<file path="src/rtl/weight_bit_serializer_pkg.sv">
// Shared types and helpers for the bit-serial weight sequencer.
// Optional feature macro: SERIALIZER_VAR_PREC_EN (per-vector precision).
package weight_bit_serializer_pkg;

  typedef enum logic [1:0] {
    IDLE  = 2'd0,
    SHIFT = 2'd1,
    FLUSH = 2'd2
  } state_e;

  function automatic int calc_prec_width(input int data_width);
    return $clog2(data_width) + 1;
  endfunction

  // Out-of-range precisions (0 or wider than the datapath) fall back to full width.
  function automatic int unsigned prec_clamp(input int unsigned prec,
                                             input int unsigned data_width);
    int unsigned p;
    if ((prec == 32'd0) || (prec > data_width)) begin
      p = data_width;
    end else begin
      p = prec;
    end
    return p;
  endfunction

endpackage

</file>
<file path="src/rtl/weight_bit_serializer_lane_shift_reg.sv">
// One lane of the weight serializer: parallel load with pre-shift, then
// shift left one bit per cycle; the MSB is the current bit-plane.
module weight_bit_serializer_lane_shift_reg #(
  parameter int DATA_WIDTH  = 8,
  parameter int SHAMT_WIDTH = 4
) (
  input  logic                   clk,
  input  logic                   reset,
  input  logic                   load,
  input  logic                   shift,
  input  logic [DATA_WIDTH-1:0]  d_in,
  input  logic [SHAMT_WIDTH-1:0] pre_shift,
  output logic                   msb
);

  logic [DATA_WIDTH-1:0] sr_q;
  logic [DATA_WIDTH-1:0] sr_d;

  // Next lane contents: load has priority; zeros shift in from the LSB.
  always_comb begin
    sr_d = sr_q;
    if (load) begin
      sr_d = d_in << pre_shift;
    end else if (shift) begin
      sr_d = {sr_q[DATA_WIDTH-2:0], 1'b0};
    end else begin
      sr_d = sr_q;
    end
  end

  // Lane register with synchronous active-low reset.
  always_ff @(posedge clk) begin
    if (!reset) begin
      sr_q <= '0;
    end else begin
      sr_q <= sr_d;
    end
  end

  assign msb = sr_q[DATA_WIDTH-1];

endmodule

</file>
<file path="src/rtl/weight_bit_serializer.sv">
// Bit-serial weight sequencer: MSB-first bit-planes plus MAC strobes.
// Define SERIALIZER_VAR_PREC_EN to add the per-vector w_prec input.
module weight_bit_serializer
  import weight_bit_serializer_pkg::*;
#(
  parameter int DATA_WIDTH = 8,
  parameter int VEC_LENGTH = 16,
  parameter int PREC_WIDTH = calc_prec_width(DATA_WIDTH)
) (
  input  logic                         clk,
  input  logic                         reset,
  input  logic                         w_valid,
  output logic                         w_ready,
  input  logic signed [DATA_WIDTH-1:0] w_in [VEC_LENGTH],
`ifdef SERIALIZER_VAR_PREC_EN
  input  logic [PREC_WIDTH-1:0]        w_prec,
`endif
  output logic [VEC_LENGTH-1:0]        w_bit,
  output logic                         is_msb,
  output logic                         is_msb_delayed,
  output logic                         mac_en,
  output logic                         busy,
  output logic                         result_valid
);

  state_e                state_q, state_d;
  logic [PREC_WIDTH-1:0] cnt_q, cnt_d;
  logic [PREC_WIDTH-1:0] load_prec_s;
  logic [PREC_WIDTH-1:0] pre_shift_s;
  logic                  is_msb_q, is_msb_d;
  logic                  is_msb_dly_q;
  logic                  mac_en_q, mac_en_d;
  logic                  busy_q, busy_d;
  logic                  last_dly_q;
  logic                  result_valid_q;
  logic                  last_bit_s;
  logic                  hs_s;
  logic                  load_s;
  logic                  shift_s;

`ifdef SERIALIZER_VAR_PREC_EN
  assign load_prec_s = PREC_WIDTH'(prec_clamp(32'(w_prec), 32'(DATA_WIDTH)));
`else
  assign load_prec_s = PREC_WIDTH'(DATA_WIDTH);
`endif
  // Left-align a P-bit weight so its sign bit lands in the lane MSB.
  assign pre_shift_s = PREC_WIDTH'(DATA_WIDTH) - load_prec_s;

  assign last_bit_s = (state_q == SHIFT) && (cnt_q == '0);
  assign w_ready    = (state_q == IDLE) || last_bit_s;
  assign hs_s       = w_valid && w_ready;

  // Next-state, counter and strobe logic.
  always_comb begin
    state_d  = state_q;
    cnt_d    = cnt_q;
    is_msb_d = 1'b0;
    load_s   = 1'b0;
    shift_s  = 1'b0;
    case (state_q)
      IDLE: begin
        if (hs_s) begin
          load_s = 1'b1;
        end else begin
          state_d = IDLE;
        end
      end
      SHIFT: begin
        if (last_bit_s) begin
          if (hs_s) begin
            load_s = 1'b1;
          end else begin
            shift_s = 1'b1;
            state_d = FLUSH;
          end
        end else begin
          shift_s = 1'b1;
          cnt_d   = cnt_q - PREC_WIDTH'(1);
        end
      end
      FLUSH: begin
        state_d = IDLE;
      end
      default: begin
        state_d = IDLE;
      end
    endcase
    if (load_s) begin
      state_d  = SHIFT;
      cnt_d    = load_prec_s - PREC_WIDTH'(1);
      is_msb_d = 1'b1;
    end else begin
      is_msb_d = 1'b0;
    end
    mac_en_d = (state_d != IDLE);
    busy_d   = (state_d != IDLE);
  end

  // State, counter, strobes and the two-stage result pipe.
  always_ff @(posedge clk) begin
    if (!reset) begin
      state_q        <= IDLE;
      cnt_q          <= '0;
      is_msb_q       <= 1'b0;
      is_msb_dly_q   <= 1'b0;
      mac_en_q       <= 1'b0;
      busy_q         <= 1'b0;
      last_dly_q     <= 1'b0;
      result_valid_q <= 1'b0;
    end else begin
      state_q        <= state_d;
      cnt_q          <= cnt_d;
      is_msb_q       <= is_msb_d;
      is_msb_dly_q   <= is_msb_q;
      mac_en_q       <= mac_en_d;
      busy_q         <= busy_d;
      last_dly_q     <= last_bit_s;
      result_valid_q <= last_dly_q;
    end
  end

  for (genvar j = 0; j < VEC_LENGTH; j++) begin : g_lane
    logic lane_msb_s;
    weight_bit_serializer_lane_shift_reg #(
      .DATA_WIDTH (DATA_WIDTH),
      .SHAMT_WIDTH(PREC_WIDTH)
    ) u_lane (
      .clk      (clk),
      .reset    (reset),
      .load     (load_s),
      .shift    (shift_s),
      .d_in     (w_in[j]),
      .pre_shift(pre_shift_s),
      .msb      (lane_msb_s)
    );
    assign w_bit[j] = lane_msb_s;
  end

  assign is_msb         = is_msb_q;
  assign is_msb_delayed = is_msb_dly_q;
  assign mac_en         = mac_en_q;
  assign busy           = busy_q;
  assign result_valid   = result_valid_q;

endmodule

</file>
<file path="config.mk">
export PLATFORM = sky130hd
export DESIGN_NAME = weight_bit_serializer
export DESIGN_NICKNAME = d
export VERILOG_FILES = /design/src/rtl/weight_bit_serializer_pkg.sv /design/src/rtl/weight_bit_serializer_lane_shift_reg.sv /design/src/rtl/weight_bit_serializer.sv
export SDC_FILE = /design/constraint.sdc
export NUM_CORES = 1
export LEC_CHECK = 0
export ABC_AREA = 1
export CORE_ASPECT_RATIO = 0.8
export CORE_MARGIN = 5
export CORE_UTILIZATION = 50
export CTS_CLUSTER_DIAMETER = 60
export DETAILED_ROUTE_END_ITERATION = 8
export PLACE_DENSITY_LB_ADDON = 0.3
export SYNTH_ARGS = -nofsm -noshare
export SYNTH_HDL_FRONTEND = slang
export SYNTH_HIERARCHICAL = 1
export SYNTH_SLANG_ARGS = --single-unit
</file>
<file path="constraint.sdc">
create_clock -name clk -period 2.2 [get_ports clk]
set_input_delay 0.44 -clock clk [delete_from_list [all_inputs] [get_ports clk]]
set_output_delay 0.44 -clock clk [all_outputs]
set_load 0.05 [all_outputs]
</file>
==> results of run 1 <==
stage by stage:
stage | TNS [ns] | setup WS [ns] | util | hold WS, ns
after floorplan | 0 | 0.0762 | - | 0.390
after global placement | -0.00513 | -0.00258 | 0.619 | 0.434
after detailed placement | -0.501 | -0.0504 | 0.619 | 0.434
after CTS | 0 | 0.0787 | 0.652 | 0.437
after global routing | 0 | 0.0168 | 0.653 | 0.451
final | 0 | 0.150 | 0.653 | 0.428
worst min-delay path by stage:
stage | from | end | slack, ns | cells past startpoint
after detailed placement | last_dly_q | result_valid | 0.43 | 2
after global routing | last_dly_q | result_valid | 0.45 | 2
after floorplan | last_dly_q | result_valid | 0.39 | 2
after global placement | is_msb | is_msb_delayed | 0.43 | 2
after CTS | last_dly_q | result_valid | 0.44 | 2
final | last_dly_q | result_valid | 0.43 | 2
sequential cells by signal (all words and copies together) (netlist names):
name                flops
state_q                 2
cnt_q                   4
last_dly_q              1
is_msb_delayed          1
g_lane.u_lane/sr_q    128
busy                    1
is_msb                  1
result_valid            1
cells in the final DEF (no fill, tap or decap), drive strengths merged, types with 18 or more instances in the layout:
cell,count
buf,59
o21ai,147
nand3,385
clkbuf,18
a21oi,82
conb,80
nor2,205
clkdlybuf4s50,149
inv,188
nand2,478
dfxtp,139
synth_stat cells:
| cell type | n | area [um^2] |
|---|---|---|
| a21oi_1 | 82 | 410 |
| a31oi_1 | 1 | 6.26 |
| and2_1 | 1 | 6.26 |
| buf_4 | 17 | 128 |
| buf_6 | 32 | 360 |
| conb_1 | 1 | 3.75 |
| dfxtp_1 | 139 | 2780 |
| ha_1 | 2 | 25.0 |
| inv_1 | 138 | 518 |
| inv_2 | 34 | 128 |
| inv_8 | 16 | 180 |
| nand2_1 | 411 | 1540 |
| nand2_2 | 66 | 413 |
| nand2_4 | 1 | 11.3 |
| nand3_1 | 385 | 1930 |
| nand4_1 | 2 | 12.5 |
| nor2_1 | 169 | 634 |
| nor2_2 | 19 | 119 |
| nor2_4 | 17 | 191 |
| nor3_1 | 1 | 5.00 |
| nor4_1 | 1 | 6.26 |
| o21ai_0 | 145 | 726 |
| o21ai_1 | 1 | 5.00 |
| o21ai_2 | 1 | 8.76 |
cell families (layout without fill, tap and decap cells):
kind of cell | after synthesis | count (layout) | share of synthesized area
and+or+nand+nor | 1073 | 1073 | 0.480
buffers and inverters | 237 | 425 | 0.129
adders and majority gates | 2 | 2 | 0.00247
AOI/OAI and AO/OA | 230 | 230 | 0.114
DFF | 139 | 139 | 0.274
other | 1 | 80 | 0.000369
per-layer routing:
| layer | routed length [um] | part of all wire | up-vias |
|---|---|---|---|
| li1 | - | - | 5925 |
| met1 | 12200 | 0.46 | 5074 |
| met2 | 12100 | 0.46 | 406 |
| met3 | 1750 | 0.066 | 31 |
| met4 | 259 | 0.0098 | 0 |
| met5 | 0 | 0 | - |
cell type report:
type	instances	area (um^2)
clock buffers	18	439
clock inverters	11	219
fillers	1837	6910
inverters	188	830
multi-input cells	1385	6360
flip-flops and latches	139	2780
well taps	264	330
repair buffers	208	2040
where the power goes:
group	switching, mW	internal, mW	total, mW
Clock	1.08	2.14	3.23
Sequential	0.136	2.79	2.92
Combinational	1.51	0.998	2.51
Total	2.73	5.93	8.66
repair_timing:
item,CTS,global route
hold buffers,0,0
setup endpoints to repair,1,2
endpoints found under the hold margin,0,0
gates resized for setup,1,2
==> flow_metrics.tcl, run 1 <==
set metrics [dict create \
    final_max_slew_viol_count 0 \
    r2r_slack_ns 0.19 \
    hold_path_class "flop to flop" \
    crit_type "flop to output pin" \
    syn_area_um2 10100 \
    slowest_stage "clkdlybuf4s50_1" \
    avgSynthCellArea_um2 6.03 \
    track_usage 0.220 \
    ys_ff_latch 139 \
    n_antenna_cell 0 \
    fin_area_um2 13000 \
    cap_violations 0 \
    final_cells 2213 \
    cts_setup_buffers 0 \
    drtIter0Drc 911 \
    clock.fmax_mhz 488 \
    period_needed_ns 2.05 \
    top_usage_layer "met2" \
    gp_congestion 0.938 \
    ios 153 \
    placed_cells 2184 \
    grt_pass1_wl_mm 43.8 \
    drc 0 \
    ant_nets 0 \
    ir_drop_mv 0.385 \
    met3_usage 0.0393 \
    endpoint "w_bit[0]" \
    clockBufferDepth 2 \
    tightest_slew_ns 0.658 \
    first_global_vias 10000 \
    area_growth_pct 28.1 \
    rows 46 \
    root_buffer "clkbuf_16" \
    r2r-end "g_lane[2].u_lane/sr_q[4]" \
    clk_pin_slew_worst_paths_ns 0.06 \
    initial_core_util 0.510 \
    crit_arrival_ns 1.61 \
    cts_tree "done" \
    ys_seq_area_frac 0.274 \
    dieArea_um2 23300 \
    finalCritPeriodShare 0.932 \
    setup_viol 0 \
    die_h_um 137 \
    num_vias 11400 \
    drive_gt1_frac 0.126 \
    p_total_mw 8.66 \
    synth_warnings 6 \
    critPathLaunch "g_lane[0].u_lane/sr_q[7]" \
    grt_util_met1 0.301 \
    cpLargestDelayFamily "buffers and inverters" \
    cts_buffers 17 \
    synthCells 1682 \
    dp_hpwl_mm 19.9 \
    startpoint_type "flop" \
    place_area_um2 12300 \
    synth.distinct_cells 24 \
    p_leak_nw 5.98 \
    rr_worst_depth 12 \
    io_buffer_count 152 \
    final_nets 2072 \
    fin_worst_skew_ns 0.0108 \
    pwr_density_cell_nw_per_um2 666 \
    status "completed" \
    grt_max_degree 24 \
    dr.pass1.iters 6 \
    cp.depth 1 \
    slowest_delay_ns 0.83 \
    path_cells "clkdlybuf4s50_1" \
    die_w_um 169 \
    viasPerCell 5.17 \
    critPathMaxFanout 2 \
    use_met2 0.362 \
    crit_required_ns 1.76 \
    clk_latency_ns 0.42 \
    routed_wirelength_mm 26.3 \
    hold_violations 0 \
    coreArea_um2 19900 \
    grt_overflow_total 0 \
    antenna_found_initial 0 \
    slew-limit-headroom 0.562 \
    critPathCaptureType "output pin" \
    h-tree-depth 4 \
    cts_num_sinks 139 \
    rsz0062_at_grt "false" \
    path_buf_inv 1 \
    wl_per_cell_um 11.9 \
    r2r-start "cnt_q[0]" \
]
Power figures use the tool's default switching activity.
==> run 2, diff against run 1 <==
ABC_CLOCK_PERIOD_IN_PS = 2200   (was default)
==> results of run 2 <==
The final DEF is identical to that of run 1; final timing and power are the same.
